--- src/rtl/or1300_bus_pkg.sv ---
// Shared bus-side definitions for the store buffer.
//   - busState_t   : bus master FSM state encodings
//   - BURST_SINGLE : burst size value for a single-beat transaction
//   - ENTRY_W      : width of one buffered store (address + data + byte enables)
//   - storeEntry_t : layout of one buffered store
package or1300_bus_pkg;

  typedef enum logic [2:0] {
    ST_IDLE  = 3'd0,
    ST_REQ   = 3'd1,
    ST_BEGIN = 3'd2,
    ST_DATA  = 3'd3,
    ST_END   = 3'd4,
    ST_ERR   = 3'd5
  } busState_t;

  localparam logic [7:0] BURST_SINGLE = 8'd0;
  localparam int         ENTRY_W      = 32 + 32 + 4;

  typedef struct packed {
    logic [31:0] address;
    logic [31:0] data;
    logic [3:0]  byteEnables;
  } storeEntry_t;

endpackage

--- src/rtl/store_buffer_fifo.sv ---
// Register-array FIFO holding buffered stores.
// Ports:
//   clock, reset    : clock, synchronous active-low reset
//   push, pushEntry : allocate a new entry (ignored when full)
//   merge           : byte-merge pushEntry into the tail entry (no allocation)
//   pop             : retire the head entry
//   headEntry       : oldest entry
//   tailEntry       : youngest entry (merge candidate)
//   count, full     : occupancy
// Fullness is judged on the count at the start of the cycle, so a pop in the
// same cycle never makes room for a push.
module store_buffer_fifo
  import or1300_bus_pkg::*;
#(
  parameter  int DEPTH = 4,
  localparam int PTR_W = $clog2(DEPTH)
) (
  input  logic        clock,
  input  logic        reset,
  input  logic        push,
  input  storeEntry_t pushEntry,
  input  logic        merge,
  input  logic        pop,
  output storeEntry_t headEntry,
  output storeEntry_t tailEntry,
  output logic [PTR_W:0] count,
  output logic        full
);

  localparam logic [PTR_W:0] FULL_COUNT = (PTR_W+1)'(DEPTH);

  storeEntry_t      entries [DEPTH];
  logic [PTR_W-1:0] rdPtr, wrPtr, tailPtr;
  logic             doPush, doPop;

  assign full      = (count == FULL_COUNT);
  assign doPush    = push && !full;
  assign doPop     = pop && (count != '0);
  assign tailPtr   = wrPtr - PTR_W'(1);
  assign headEntry = entries[rdPtr];
  assign tailEntry = entries[tailPtr];

  always_ff @(posedge clock) begin
    if (!reset) begin
      rdPtr <= '0;
      wrPtr <= '0;
      count <= '0;
    end else begin
      if (doPush) begin
        entries[wrPtr] <= pushEntry;
        wrPtr          <= wrPtr + PTR_W'(1);
      end
      if (merge) begin
        for (int b = 0; b < 4; b++)
          if (pushEntry.byteEnables[b])
            entries[tailPtr].data[8*b +: 8] <= pushEntry.data[8*b +: 8];
        entries[tailPtr].byteEnables <= entries[tailPtr].byteEnables | pushEntry.byteEnables;
      end
      if (doPop) rdPtr <= rdPtr + PTR_W'(1);
      case ({doPush, doPop})
        2'b10:   count <= count + (PTR_W+1)'(1);
        2'b01:   count <= count - (PTR_W+1)'(1);
        default: count <= count;
      endcase
    end
  end

endmodule

--- src/rtl/store_buffer.sv ---
// Posted-write store buffer between the memory stage and the shared bus.
// Buffers stores in a FIFO and drains each as a single-beat bus write:
// IDLE -> REQ -> BEGIN -> DATA -> END (or ERR on a slave error).
// Optional build macro STORE_BUFFER_COMBINE_EN: a push to the same word as the
// youngest entry byte-merges into it instead of allocating.
// Ports:
//   clock, reset                         : clock, synchronous active-low reset
//   pushStore/Address/Data/ByteEnables   : store from the memory stage
//   memorySync, syncStall                : sync stall while the buffer drains
//   bufferFull                           : push not accepted this cycle
//   requestBus, busAccessGranted         : arbitration
//   beginTransactionOut, addressDataOut, byteEnablesOut, readNotWriteOut,
//   burstSizeOut, dataValidOut, busyIn, endTransactionOut, busErrorIn : bus
//   writeError, writeErrorAddress        : imprecise abort report
//   empty                                : nothing queued and bus FSM idle
module store_buffer
  import or1300_bus_pkg::*;
#(
  parameter  int DEPTH = 4,
  localparam int PTR_W = $clog2(DEPTH)
) (
  input  logic        clock,
  input  logic        reset,
  input  logic        pushStore,
  input  logic [31:0] pushAddress,
  input  logic [31:0] pushData,
  input  logic [3:0]  pushByteEnables,
  input  logic        memorySync,
  output logic        bufferFull,
  output logic        syncStall,
  output logic        requestBus,
  input  logic        busAccessGranted,
  output logic        beginTransactionOut,
  output logic [31:0] addressDataOut,
  output logic [3:0]  byteEnablesOut,
  output logic        readNotWriteOut,
  output logic [7:0]  burstSizeOut,
  output logic        dataValidOut,
  input  logic        busyIn,
  output logic        endTransactionOut,
  input  logic        busErrorIn,
  output logic        writeError,
  output logic [31:0] writeErrorAddress,
  output logic        empty
);

  busState_t      state, nextState;
  storeEntry_t    pushEntry, headEntry, tailEntry;
  logic [PTR_W:0] count;
  logic           full, popHead, errorTaken, mergeHit;
  logic           unusedBits;

  // Address is stored word-aligned so the bus side never sees bits [1:0].
  assign pushEntry  = '{address: {pushAddress[31:2], 2'b00},
                        data: pushData, byteEnables: pushByteEnables};
  assign unusedBits = ^{pushAddress[1:0], tailEntry};

`ifdef STORE_BUFFER_COMBINE_EN
  // The head is frozen once its address phase has gone out, so it can only
  // absorb a merge while it has not reached BEGIN/DATA.
  assign mergeHit = pushStore && (count != '0) &&
                    (tailEntry.address[31:2] == pushAddress[31:2]) &&
                    !((count == (PTR_W+1)'(1)) &&
                      (state == ST_BEGIN || state == ST_DATA));
`else
  assign mergeHit = 1'b0;
`endif

  store_buffer_fifo #(.DEPTH(DEPTH)) fifo (
    .clock     (clock),
    .reset     (reset),
    .push      (pushStore && !mergeHit),
    .pushEntry (pushEntry),
    .merge     (mergeHit),
    .pop       (popHead),
    .headEntry (headEntry),
    .tailEntry (tailEntry),
    .count     (count),
    .full      (full)
  );

  assign bufferFull = full;
  assign empty      = (count == '0) && (state == ST_IDLE);
  assign syncStall  = memorySync && !empty;

  always_ff @(posedge clock) begin
    if (!reset) state <= ST_IDLE;
    else        state <= nextState;
  end

  always_comb begin
    nextState           = state;
    popHead             = 1'b0;
    errorTaken          = 1'b0;
    requestBus          = 1'b0;
    beginTransactionOut = 1'b0;
    addressDataOut      = '0;
    byteEnablesOut      = '0;
    readNotWriteOut     = 1'b0;
    burstSizeOut        = BURST_SINGLE;
    dataValidOut        = 1'b0;
    endTransactionOut   = 1'b0;
    unique case (state)
      ST_IDLE: if (count != '0) nextState = ST_REQ;
      ST_REQ: begin
        requestBus = 1'b1;
        if (busAccessGranted) nextState = ST_BEGIN;
      end
      ST_BEGIN: begin
        requestBus          = 1'b1;
        beginTransactionOut = 1'b1;
        addressDataOut      = headEntry.address;
        byteEnablesOut      = headEntry.byteEnables;
        if (busErrorIn) begin
          errorTaken = 1'b1;
          nextState  = ST_ERR;
        end else nextState = ST_DATA;
      end
      ST_DATA: begin
        requestBus     = 1'b1;
        dataValidOut   = 1'b1;
        addressDataOut = headEntry.data;
        if (busErrorIn) begin
          errorTaken = 1'b1;
          nextState  = ST_ERR;
        end else if (!busyIn) begin
          popHead   = 1'b1;
          nextState = ST_END;
        end
      end
      ST_END, ST_ERR: begin
        endTransactionOut = 1'b1;
        nextState         = ST_IDLE;
      end
      default: nextState = ST_IDLE;
    endcase
    // A failed entry is dropped, never retried.
    if (errorTaken) popHead = 1'b1;
  end

  always_ff @(posedge clock) begin
    if (!reset) begin
      writeError        <= 1'b0;
      writeErrorAddress <= '0;
    end else begin
      writeError <= errorTaken;
      if (errorTaken) writeErrorAddress <= headEntry.address;
    end
  end

endmodule

--- config.mk ---
export PLATFORM = sky130hd
export DESIGN_NAME = store_buffer
export DESIGN_NICKNAME = d
export VERILOG_FILES = /design/src/rtl/or1300_bus_pkg.sv /design/src/rtl/store_buffer_fifo.sv /design/src/rtl/store_buffer.sv
export SDC_FILE = /design/constraint.sdc
export NUM_CORES = 1
export LEC_CHECK = 0
export ABC_AREA = 1
export BUFFER_PORTS_ARGS = -buffer_cell sky130_fd_sc_hd__buf_4
export CAP_MARGIN = 40
export CORE_MARGIN = 2
export CORE_UTILIZATION = 60
export DETAILED_ROUTE_END_ITERATION = 6
export PLACE_DENSITY = 0.87
export SETUP_SLACK_MARGIN = 0.05
export SYNTH_ARGS = -nofsm -noshare
export SYNTH_HDL_FRONTEND = slang
export SYNTH_SLANG_ARGS = --single-unit
--- constraint.sdc ---
create_clock -name clock -period 10.1 [get_ports clock]
set_input_delay 0 -clock clock [delete_from_list [all_inputs] [get_ports clock]]
set_output_delay 0 -clock clock [all_outputs]
set_load 0.01 [all_outputs]
==> flow_metrics.tcl <==
set metrics [dict create \
    grt_setup_unrepaired "false" \
    grt_usage_pct 28.04 \
    synth.avg_cell_area_sq_um 11.75 \
    crit_required_ns 10.10 \
    slowest_delay_ns 0.69 \
    critPathArrivalTime_ns 3.23 \
    synth_xor_area_share_pct 0 \
    synth_compound_area_share_pct 5.027 \
    synthAdderAreaFrac_pct 0.6799 \
    hold_viol 0 \
    antenna_found_initial 0 \
    maxCapViolCount 0 \
    layoutNonFillerInstCount 1531 \
    area_delta_synth_final_pct 25.18 \
    hold_ws_ns 0.2185 \
    report.final.slew_viol_count 0 \
    synth_flop_cell "edfxtp_1" \
    synthSimpleGateAreaFrac_pct 17.15 \
    grt_pass1_vias 9013 \
    final_layout_size_suffix_gt1_share_pct 17.61 \
    multi_input_area_sq_mm 0.002850 \
    yosysWarnings 0 \
    netlist_area_sq_mm 0.01215 \
    hold_path.class "input pin to flip-flop" \
    synthArstFlopShare_pct 0 \
    startpoint_type "flip-flop" \
    antenna_cells 0 \
    fp.dieW_microns 146.3 \
    ant_nets 0 \
    post-route-period-util_pct 31.95 \
    cts_buffer_depth 3 \
    h-tree-depth 1 \
    dr.pass1.iters 5 \
    die_area_sq_mm 0.02140 \
    grt_pass1_wl_mm 47.02 \
    finalCriticalPeriod_ns 3.227 \
    gp_congestion 0.7698 \
    grt_max_degree 75 \
    synth_edf_count 264 \
    numPortBuffers 146 \
    critical_path_class "flip-flop to primary output" \
    finClkSkew_ns 0.01931 \
    fp.dieH_microns 146.3 \
    cts_resized 0 \
    post_drt_wl_per_cell_microns 19.76 \
    worstMarginPinSlew_ns 0.8996 \
    nFillCells 1209 \
    p_leak_nw 5.899 \
    via_per_inst 5.741 \
    cp_common_cell "buf_4" \
    drcViolationCount 0 \
    setup_viol 0 \
    netlist_instances 1034 \
    slowest_stage "buf_4" \
    io_pins 160 \
    yosys_register_bits 307 \
    cp_cell_sequence "buf_4, inv_2, buf_4, nand3_1, nand2_1, o21ai_0, buf_4" \
    coreArea_sq_mm 0.02004 \
    wl_mm 30.26 \
    cts.clk_slew.worst_paths_ns 0.06 \
    ir_drop_mv 0.1390 \
    end_kind "primary output" \
    critPathTopFamily "buffers and inverters" \
    yosysSeqAreaShare_pct 72.36 \
    root_buffer "clkbuf_16" \
    synthMuxAreaShare_pct 0 \
    initial_core_util_pct 60.61 \
    powerDensity_mw_per_mm2 211.4 \
    insertion_delay_ns 0.53 \
    fmax_mhz 309.9 \
    cp_max_fo 67 \
    placementRows 52 \
    tns_ns 0 \
    synth_top_family_by_area "simple AND/OR/NAND/NOR gates" \
    ff2ff_setup_slack_ns 7.54 \
    status "finished clean" \
    drt_iter0_drc 806 \
    ys_types 23 \
    cts_tree "built" \
    grt-ovfl-total 0 \
    max-slew-margin-rel_pct 40.03 \
    cts_buffers 29 \
    vias 8790 \
    fin_util_pct 75.87 \
    regArea_sq_mm 0.008793 \
    dpl.hpwl_mm 16.01 \
    clock_sinks 307 \
    nets 1320 \
    crit_buf_inv 4 \
    dp_cells 1405 \
]
==> cell type report <==
cell class,count,area share (%)
multi-input combinational,636,18.75
sequential,307,57.84
inverter,30,0.7571
timing repair buffer,235,13.66
clock buffer,37,5.234
tap,270,2.222
clock inverter,16,1.539
==> where the power goes <==
group,internal (mW),switching [mW]
registers,1.45,0.0477
clock network,0.709,0.453
logic,0.220,0.335
==> metal layers <==
metal	wire, microns	track usage (%)	vias to the layer above	share of wire [%]
met3	2523	4.156	80	8.3
met2	16060	50.64	489	53
met4	867	11.41	0	2.9
met1	10800	34.00	4231	36
met5	0	0	-	0
li1	-	-	3990	-
==> cells by family (layout without fill, tap and decap cells) <==
kind of cell,after synthesis,after routing
flops,307,307
compound gates,122,122
simple gates,497,497
fa+ha+maj,6,6
buf+inv,101,318
other cells,1,11
==> path summary, 6_finish.rpt <==
kind,from,to,depth (start not counted)
setup / recovery,flip-flop,addressDataOut[25],7
hold / removal,pushByteEnables[0],fifo.entries[0][0],2
setup reg to reg,flip-flop,writeErrorAddress[30],6
hold reg to reg,fifo.rdPtr[0],flip-flop,2
==> Yosys cell counts, types with 2 or more instances <==
master / n / area, sq um
buf_6: 12 / 135.1
dfxtp_1: 43 / 860.8
nand2_1: 291 / 1092
a21oi_1: 43 / 215.2
inv_2: 3 / 11.26
o21ai_0: 45 / 225.2
buf_2: 31 / 155.2
nor2_1: 43 / 161.4
clkbuf_1: 8 / 30.03
nand4_1: 2 / 12.51
edfxtp_1: 264 / 7928
nand3_1: 159 / 795.8
ha_1: 5 / 62.56
o21ai_1: 34 / 170.2
buf_4: 17 / 127.6
clkbuf_2: 2 / 10.01
inv_1: 26 / 97.59
==> cell usage in the layout, fill, tap and decap left out, types with 2 or more instances in the layout <==
cell             n
clkinv_2         7
inv_2            3
dfxtp_1         41
edfxtp_1       264
clkinv_1         2
buf_16           4
nor2_1          39
a21oi_1         43
clkbuf_1         4
clkbuf_16       29
nand3_1        159
nor2_4           5
conb_1          11
buf_4          154
buf_12           4
o21ai_0         45
nand2_1        290
bufinv_16        6
nand4_1          2
inv_1           26
clkbuf_8         4
dlygate4sd3_1   73
o21ai_1         34
ha_1             5
==> repair_timing <==
item	in CTS	in global routing
setup buffers	0	0
endpoints found under the hold margin	302	0
hold buffers	73	0
==> per-stage QoR <==
step / setup slack, ns / area [sq um] / total power [mW]
after global placement: 7.322 / 13250 / 1.990
after global routing: 6.735 / 15200 / 3.323
after detailed placement: 7.450 / 13440 / 2.032
final: 6.873 / 15200 / 3.215
after floorplan: 6.257 / 12180 / 1.813
after CTS: 6.880 / 15200 / 3.204
==> sequential cells by signal, summed over array words and instances (netlist names), named ones only <==
| name | cells |
|---|---|
| fifo.count | 3 |
| fifo.entries | 264 |
| fifo.rdPtr | 2 |
| fifo.wrPtr | 2 |
| state | 3 |
| writeError | 1 |
| writeErrorAddress | 30 |
No activity file was read; power rests on OpenSTA's default activity.
